$ cat src/rtl/alu_seq.sv
// alu_seq: registered ALU with owned C/Z/N flags, carry/borrow-chained
// arithmetic and an iterative shift-add multiplier behind a start/done
// handshake. Single-cycle ops complete on the accepting edge; MUL takes
// WIDTH further edges, during which start is ignored.
module alu_seq #(
  parameter int WIDTH  = 8,
  parameter int MUL_EN = 1
) (
  input  logic             clk,
  input  logic             rst,
  input  logic             start,
  input  logic [2:0]       op,
  input  logic [WIDTH-1:0] a,
  input  logic [WIDTH-1:0] b,
  input  logic             flag_we,
  output logic [WIDTH-1:0] result,
  output logic [2:0]       czn,
  output logic             busy,
  output logic             done
);

  // Opcode encoding shared with the controller FSM.
  localparam logic [2:0] OP_ADD = 3'b000;
  localparam logic [2:0] OP_ADC = 3'b001;
  localparam logic [2:0] OP_SUB = 3'b010;
  localparam logic [2:0] OP_SBB = 3'b011;
  localparam logic [2:0] OP_AND = 3'b100;
  localparam logic [2:0] OP_OR  = 3'b101;
  localparam logic [2:0] OP_XOR = 3'b110;
  localparam logic [2:0] OP_MUL = 3'b111;

  // Controller states.
  localparam logic [0:0] S_IDLE    = 1'b0;
  localparam logic [0:0] S_MUL_RUN = 1'b1;

  // Iteration counter sized to index every multiplier bit.
  localparam int CNT_W = (WIDTH > 1) ? $clog2(WIDTH) : 1;
  localparam logic [CNT_W-1:0] CNT_ZERO = CNT_W'(32'd0);
  localparam logic [CNT_W-1:0] CNT_ONE  = CNT_W'(32'd1);
  localparam logic [CNT_W-1:0] CNT_LAST = CNT_W'(WIDTH - 1);

  // One-bit-wider result so bit WIDTH carries the carry-out or the borrow.
  function automatic logic [WIDTH:0] alu_core(
    input logic [2:0]       f_op,
    input logic [WIDTH-1:0] f_a,
    input logic [WIDTH-1:0] f_b,
    input logic             f_cin
  );
    logic [WIDTH:0] ext_a;
    logic [WIDTH:0] ext_b;
    logic [WIDTH:0] ext_c;
    logic [WIDTH:0] res;
    ext_a = {1'b0, f_a};
    ext_b = {1'b0, f_b};
    ext_c = {{WIDTH{1'b0}}, f_cin};
    case (f_op)
      OP_ADD:  res = ext_a + ext_b;
      OP_ADC:  res = ext_a + ext_b + ext_c;
      // Bit WIDTH of the extended difference is set exactly when it borrows.
      OP_SUB:  res = ext_a - ext_b;
      OP_SBB:  res = ext_a - ext_b - ext_c;
      OP_AND:  res = {1'b0, f_a & f_b};
      OP_OR:   res = {1'b0, f_a | f_b};
      OP_XOR:  res = {1'b0, f_a ^ f_b};
      default: res = {(WIDTH+1){1'b0}};
    endcase
    return res;
  endfunction

  // Pack flags as {N, Z, C}; N is the sign bit, not an unsigned compare.
  function automatic logic [2:0] mk_czn(
    input logic [WIDTH-1:0] f_res,
    input logic             f_c
  );
    return {f_res[WIDTH-1], (f_res == {WIDTH{1'b0}}), f_c};
  endfunction

  logic [0:0]         state_q,  state_d;
  logic [CNT_W-1:0]   cnt_q,    cnt_d;
  logic [2:0]         op_q,     op_d;
  logic [WIDTH-1:0]   a_q,      a_d;
  logic [WIDTH-1:0]   b_q,      b_d;
  logic               fwe_q,    fwe_d;
  logic [2*WIDTH-1:0] prod_q,   prod_d;
  logic [WIDTH-1:0]   result_q, result_d;
  logic [2:0]         czn_q,    czn_d;
  logic               busy_q,   busy_d;
  logic               done_q,   done_d;

  logic [WIDTH:0]     alu_out_s;
  logic [2*WIDTH-1:0] addend_s;
  logic [2*WIDTH-1:0] prod_step_s;

  // Single-cycle datapath works on the live inputs of the accepting edge;
  // ADC/SBB chain the carry that is registered at that same edge.
  always_comb begin
    alu_out_s = alu_core(op, a, b, czn_q[0]);
  end

  // One shift-add step: add the latched multiplicand weighted by the
  // current bit position when the next multiplier bit (LSB first) is set.
  always_comb begin
    if (b_q[0]) begin
      addend_s = {{WIDTH{1'b0}}, a_q} << cnt_q;
    end else begin
      addend_s = {(2*WIDTH){1'b0}};
    end
    prod_step_s = prod_q + addend_s;
  end

  // Next-state logic: accept in IDLE only, run the multiplier in MUL_RUN.
  always_comb begin
    state_d  = state_q;
    cnt_d    = cnt_q;
    op_d     = op_q;
    a_d      = a_q;
    b_d      = b_q;
    fwe_d    = fwe_q;
    prod_d   = prod_q;
    result_d = result_q;
    czn_d    = czn_q;
    busy_d   = busy_q;
    done_d   = 1'b0;
    case (state_q)
      S_IDLE: begin
        if (start) begin
          op_d  = op;
          a_d   = a;
          b_d   = b;
          fwe_d = flag_we;
          if (op == OP_MUL) begin
            if (MUL_EN != 0) begin
              state_d = S_MUL_RUN;
              busy_d  = 1'b1;
              prod_d  = {(2*WIDTH){1'b0}};
              cnt_d   = CNT_ZERO;
            end else begin
              // Multiplier absent: acknowledge, leave result and flags alone.
              done_d = 1'b1;
            end
          end else begin
            result_d = alu_out_s[WIDTH-1:0];
            if (flag_we) begin
              czn_d = mk_czn(alu_out_s[WIDTH-1:0], alu_out_s[WIDTH]);
            end else begin
              czn_d = czn_q;
            end
            done_d = 1'b1;
          end
        end else begin
          state_d = S_IDLE;
        end
      end
      S_MUL_RUN: begin
        if (op_q == OP_MUL) begin
          prod_d = prod_step_s;
          b_d    = {1'b0, b_q[WIDTH-1:1]};
          if (cnt_q == CNT_LAST) begin
            result_d = prod_step_s[WIDTH-1:0];
            if (fwe_q) begin
              czn_d = mk_czn(prod_step_s[WIDTH-1:0],
                             (prod_step_s[2*WIDTH-1:WIDTH] != {WIDTH{1'b0}}));
            end else begin
              czn_d = czn_q;
            end
            state_d = S_IDLE;
            busy_d  = 1'b0;
            done_d  = 1'b1;
            cnt_d   = CNT_ZERO;
          end else begin
            cnt_d = cnt_q + CNT_ONE;
          end
        end else begin
          // Unreachable with a consistent latch; fall back to IDLE silently.
          state_d = S_IDLE;
          busy_d  = 1'b0;
          cnt_d   = CNT_ZERO;
        end
      end
      default: begin
        state_d = S_IDLE;
        busy_d  = 1'b0;
        cnt_d   = CNT_ZERO;
      end
    endcase
  end

  // State and output registers; reset abandons any multiply without done.
  always_ff @(posedge clk or negedge rst) begin
    if (!rst) begin
      state_q  <= S_IDLE;
      cnt_q    <= CNT_ZERO;
      op_q     <= 3'b000;
      a_q      <= {WIDTH{1'b0}};
      b_q      <= {WIDTH{1'b0}};
      fwe_q    <= 1'b0;
      prod_q   <= {(2*WIDTH){1'b0}};
      result_q <= {WIDTH{1'b0}};
      czn_q    <= 3'b000;
      busy_q   <= 1'b0;
      done_q   <= 1'b0;
    end else begin
      state_q  <= state_d;
      cnt_q    <= cnt_d;
      op_q     <= op_d;
      a_q      <= a_d;
      b_q      <= b_d;
      fwe_q    <= fwe_d;
      prod_q   <= prod_d;
      result_q <= result_d;
      czn_q    <= czn_d;
      busy_q   <= busy_d;
      done_q   <= done_d;
    end
  end

  assign result = result_q;
  assign czn    = czn_q;
  assign busy   = busy_q;
  assign done   = done_q;

endmodule
$ cat config.mk
export PLATFORM = sky130hd
export DESIGN_NAME = alu_seq
export DESIGN_NICKNAME = d
export VERILOG_FILES = /design/src/rtl/alu_seq.sv
export SDC_FILE = /design/constraint.sdc
export NUM_CORES = 1
export LEC_CHECK = 0
export CAP_MARGIN = 20
export CORE_UTILIZATION = 41
export DETAILED_ROUTE_END_ITERATION = 10
export PLACE_DENSITY = 0.64
export SYNTH_ARGS = -nofsm -noshare
export SYNTH_HDL_FRONTEND = slang
export SYNTH_SLANG_ARGS = --single-unit
export TNS_END_PERCENT = 5
$ cat constraint.sdc
create_clock -name clk -period 9.3 [get_ports clk]
set_clock_uncertainty 0.15 [all_clocks]
set_input_delay 1.86 -clock clk [delete_from_list [all_inputs] [get_ports clk]]
set_output_delay 1.86 -clock clk [all_outputs]
set_load 0.03 [all_outputs]
### Yosys cells after proc, flatten, opt, wreduce, memory -nomap -nowiden

Index checks and enable logic that the tools add are counted.

* add/subtract/negate cells: 6
* eq/ne operators: 17
* shifts and indexed selects: 1
* mux-type cells: 41
* bitwise gates (word level): 4
* reduce and logical (&&, ||, !) cells: 11

Operator list (count)
* $mux 16: 4
* $pmux 9 s7: 1
* $mux 8: 6
* $pmux 16 s2: 1
* $pmux 8 s2: 2
* $mux 3: 10
* $eq 3x3->1 const B: 6
* $add 16x16->16: 1
* $logic_not 8->1: 2
* $shl 8x3->16: 1
* $mux 1: 12
* $pmux 3 s2: 2
* $add 8x8->9: 1
* $add 9x1->9: 1
* $sub 8x8->9: 1
* $sub 9x1->9: 1
* $and 8x8->8: 1
* $ne 2x2->1 const B: 4
* $or 8x8->8: 1
* $reduce_bool 8->1: 1
* $xor 8x8->8: 1
* $eq 3x2->1 const B: 2
* $ne 2x1->1 const B: 3
* $pmux 1 s2: 3
* 9 further kinds: 12

* register bits: 53
* input port bits: 23
* output and inout port bits: 13
* word-level logic and storage cells: 91

### Logic depth before layout (Yosys ltp)

* depth after elaboration: 8
* gate-level depth with buffers: 17
* mapped depth without buffers: 15

### Least setup slack after synthesis

OpenSTA, ideal clock, no wires.

* kind: input-to-reg
* start point: in a[0]
* end point: reg czn_q[0], in the netlist czn[0]
* library setup time: 0.138 ns
* data arrival time: 4.205 ns
* slack: 4.807 ns
* stages on the path: 12
* buffers on the path: 0
* cells stage by stage: inv_1 ha_1 fa_1 nor3_2 nor3_4 a2111oi_2 o311ai_1 nor2_1 a21oi_1 a31o_2 o31ai_1 o211ai_1

* cells in the longest elaborated chain, start to end: 7
* elaborated cells on any way between the ends: 9

Ends and longest elaborated chain
* from (decl): RTL line 13 `input logic [WIDTH-1:0] a,`
* $sub 8x8->9 / $add 8x8->9 (equally long branches)
* $sub 9x1->9 / $add 9x1->9 (equally long branches): RTL line 61, 58
* $pmux 9 s7 *: RTL line 56 `case (f_op)`
* $mux 3 *: RTL line 143 `if (flag_we) begin`
* $mux 3 *: RTL line 131 `if (op == OP_MUL) begin`
* $mux 3 *: RTL line 126 `if (start) begin`
* $pmux 3 s2 *: RTL line 124 `case (state_q)`
* to (signal assigned): RTL line 211 `czn_q <= czn_d;`
* to (decl): RTL line 86 `logic [2:0] czn_q, czn_d;`

Every way passes the cells marked *; elsewhere a longest branch is shown, timed or not. The select of a mux whose other input is x is not followed.
A chain may end at the register's enable or synchronous reset.

### Final worst setup path

* start point: in a[0]
* end point: reg result_q[7], in the netlist result[7]

* cells in the longest elaborated chain, start to end: 6
* elaborated cells on any way between the ends: 8

Ends and longest elaborated chain
* $sub 8x8->9 / $add 8x8->9 (equally long branches)
* $sub 9x1->9 / $add 9x1->9 (equally long branches): RTL line 61, 58
* $pmux 9 s7 *: RTL line 56
* $mux 8 *: RTL line 131
* $mux 8 *: RTL line 126
* $pmux 8 s2 *: RTL line 124
* to (signal assigned): RTL line 198 `result_q <= {WIDTH{1'b0}};`
* to (signal assigned): RTL line 210 `result_q <= result_d;`
* to (decl): RTL line 85 `logic [WIDTH-1:0] result_q, result_d;`

Marked as above.

==> impl_metrics.yaml <==
grt:
  grt_max_degree: 54
  grt_remaining_overflow: 0
  met2_usage_pct: 33.67
  grt_usage_pct: 21.55
  grt_first_pass_wirelength_um: 21400
  grt_pass1_vias: 4169
  met1_usage_pct: 30.91
  antenna_found_initial: 0
  use_met3_pct: 3.157
  top_usage_layer: "met2"
route:
  drt-pass1-iter-count: 8
  viasPerCell: 5.852
  routedWlPerCell_um: 17.15
  drtIter0Drc: 293
  drc: 8
  num_vias: 4383
  routed_wl_um: 12850
  postRouteAntennaNets: 0
final_layout:
  final_core_util_pct: 47.83
  finalNetCount: 676
  area_delta_synth_final_pct: 12.61
  design_area_um2: 5532
  n_fill_cell: 1128
  drive_gt1_share_pct: 7.426
  antenna_cells: 0
timing:
  fin_setup_tns_ns: 0
  final_max_slew_viol_count: 0
  slew_headroom_pct: 48.44
  period_needed_ns: 5.104
  rsz0062_at_grt: "no"
  post-route-period-util_pct: 54.89
  fmax_ghz: 0.1959
  setup_viol: 0
  worst_pin_slew_ns: 0.7734
  final_hold_viol_count: 0
setup_path:
  cp_cell_sequence: "clkdlybuf4s50_1, inv_1, ha_1, fa_1, nor3_2, nor3_4, a2111oi_2, nor3_1, nor3_1, xnor2_1, a22oi_1, nand3_1, a22o_1"
  crit_cells: 13
  reg2reg_slack_ns: 4.51
  rr_worst_depth: 14
  critPathArrivalTime_ns: 5.15
  slowest_delay_ns: 0.52
  criticalPathCategory: "in2reg"
  critPathBufInv: 2
  critPathRequiredTime_ns: 9.35
  slowest_stage: "clkdlybuf4s50_1"
  critPathTopFamily: "simple AND/OR/NAND/NOR gates"
  crit_path_start_kind: "primary input"
  end_kind: "register"
  path_max_fanout: 8
  crit_top_cell: "nor3_1"
job:
  drv_cap: 0
placement:
  hpwlAfterDp_um: 9879
  gp_congestion: 0.8642
  place_area_um2: 5364
  io_buffers: 35
cts:
  clkTransAtPathRegs_ns: 0.07
  hold_buffers: 0
  insertion_delay_ns: 0.30
  cts.htree.levels: 2
  post_cts_resized: 0
  clock_sinks: 53
  cts_root_buf: "clkbuf_16"
  cts_setup_buffers: 0
  clock_path_buffers: 2
  tritoncts: "done"
  cts_buffers: 5
hold_path:
  whs_path_depth: 2
  hp-class: "reg2reg"
floorplan:
  start_util_pct: 42.48
  coreArea_um2: 11560
  die-area_um2: 12420
  ios: 36
  die_y_um: 111.5
  die_width_um: 111.5
  row_count: 39
synth:
  synth_most_common_cell: "nand2_1"
  postSynthAreaPerCell_um2: 8.354
  ys_seq_elements: 53
  ys_seq_area_share_pct: 27.00
  synth_ff_type: "dfrtp_1"
  synth_top_area_share_pct: 27.00
  synth_area_leaders: "dfrtp_1 27%, ha_1 11%, mux2i_1 4.3%"
  syn_nets: 659
  synth_top_cells_by_count: "54 x nand2_1, 53 x dfrtp_1, 47 x nor2_1"
  yosys.area.top_type: "dfrtp_1"
  yosys.cell_types.count: 64
  synth_cells: 588
  synth_edf_count: 0
  yosys_warnings: 0
  async_flop_share_pct: 100.0
  netlist_area_um2: 4912
power_and_ir_drop:
  p_total_mw: 0.7681
  powerDensity_nw_per_um2: 138.9
  total_leakage_power_nw: 2.473
  irDropWorstVdd_uv: 72.01
status:
  violations: "DRC"
  status: "finished with violations"
state kept, by name, indices dropped and copies added (netlist names), 3 cells and up:
name,cells
a_q,8
b_q,8
op_q,3
result,8
czn,3
prod_q,16
cnt_q,3
power by group:
part | total [mW] | internal, mW | switching, mW
clock network | 0.215 | 0.128 | 0.0874
logic | 0.276 | 0.114 | 0.163
registers | 0.277 | 0.255 | 0.0217
path summary, 6_finish.rpt:
check                                         end             startpoint
setup / recovery            result[7]$_DFFE_PN0P_                   a[0]
hold / removal              result[1]$_DFFE_PN0P_  result[1]$_DFFE_PN0P_
setup reg to reg               czn[0]$_DFFE_PN0P_   cnt_q[1]$_DFFE_PN0P_
hold reg to reg             result[1]$_DFFE_PN0P_  result[1]$_DFFE_PN0P_
max in group asynchronous  prod_q[13]$_DFFE_PN0P_                    rst
min in group asynchronous          done$_DFF_PN0_                    rst
cells by family (layout without fill, tap and decap cells):
group / Yosys count / count (layout) / share of synthesized area [%]
xor gates and xnor gates: 34 / 34 / 6.062
DFF: 53 / 53 / 27.00
adders and majority gates: 48 / 48 / 12.68
and+or+nand+nor: 184 / 184 / 17.65
muxes: 39 / 39 / 8.405
buffers and inverters: 67 / 85 / 5.298
AOI/OAI and AO/OA: 163 / 163 / 22.90
through the flow:
step / hold slack [ns] / worst slack [ns] / std cells
3_3_place_gp: 0.3074 / 3.994 / 741
2_1_floorplan: 0.2953 / 4.807 / 588
3_5_place_dp: 0.3209 / 3.928 / 741
6_report: 0.3281 / 4.196 / 749
4_1_cts: 0.3375 / 4.239 / 749
5_1_grt: 0.3700 / 3.989 / 749
worst register-to-register path, delay by kind of cell, from the launching register on:
kind / cells / cell delay (ns)
AO/OA/AOI/OAI: 7 / 1.57
adder cells (fa/ha/maj): 1 / 0.36
flip-flops: 1 / 0.68
multiplexers: 1 / 0.41
AND/OR/NAND/NOR: 5 / 1.50
final cells by class:
class                           count  area (um^2)  share of cell area [%]
Inverter                           34        127.6                   2.307
Clock buffer                        6        128.9                   2.330
Multi-Input combinational cell    468         3326                   60.12
Timing Repair Buffer               43        405.4                   7.329
Clock inverter                      2        38.79                  0.7012
Tap cell                          143        178.9                   3.235
Sequential cell                    53         1326                   23.98
routing by layer:
layer  part of all wire [%]  wire [um]
met1                     48       6152
met2                     44       5659
met3                    6.3        803
met4                    1.8        229
met5                      0          0
cells in the final DEF (no fill, tap or decap), types with 6 or more instances in the layout:
| master | instances |
|---|---|
| dfrtp_1 | 53 |
| mux2_2 | 18 |
| nor2_1 | 47 |
| nor2b_1 | 6 |
| mux2i_1 | 21 |
| o211ai_1 | 6 |
| ha_1 | 45 |
| nand3_1 | 18 |
| xor2_1 | 10 |
| nor3_1 | 22 |
| a22o_1 | 16 |
| a21o_1 | 9 |
| nand2_1 | 54 |
| buf_4 | 8 |
| clkdlybuf4s50_1 | 34 |
| nor4_1 | 6 |
| and3_1 | 7 |
| inv_1 | 32 |
| a21oi_1 | 35 |
| and2_1 | 7 |
| o21bai_1 | 8 |
| o21ai_0 | 29 |
| o22ai_1 | 7 |
| xnor2_1 | 24 |
No activity file was read; power rests on OpenSTA's default activity.
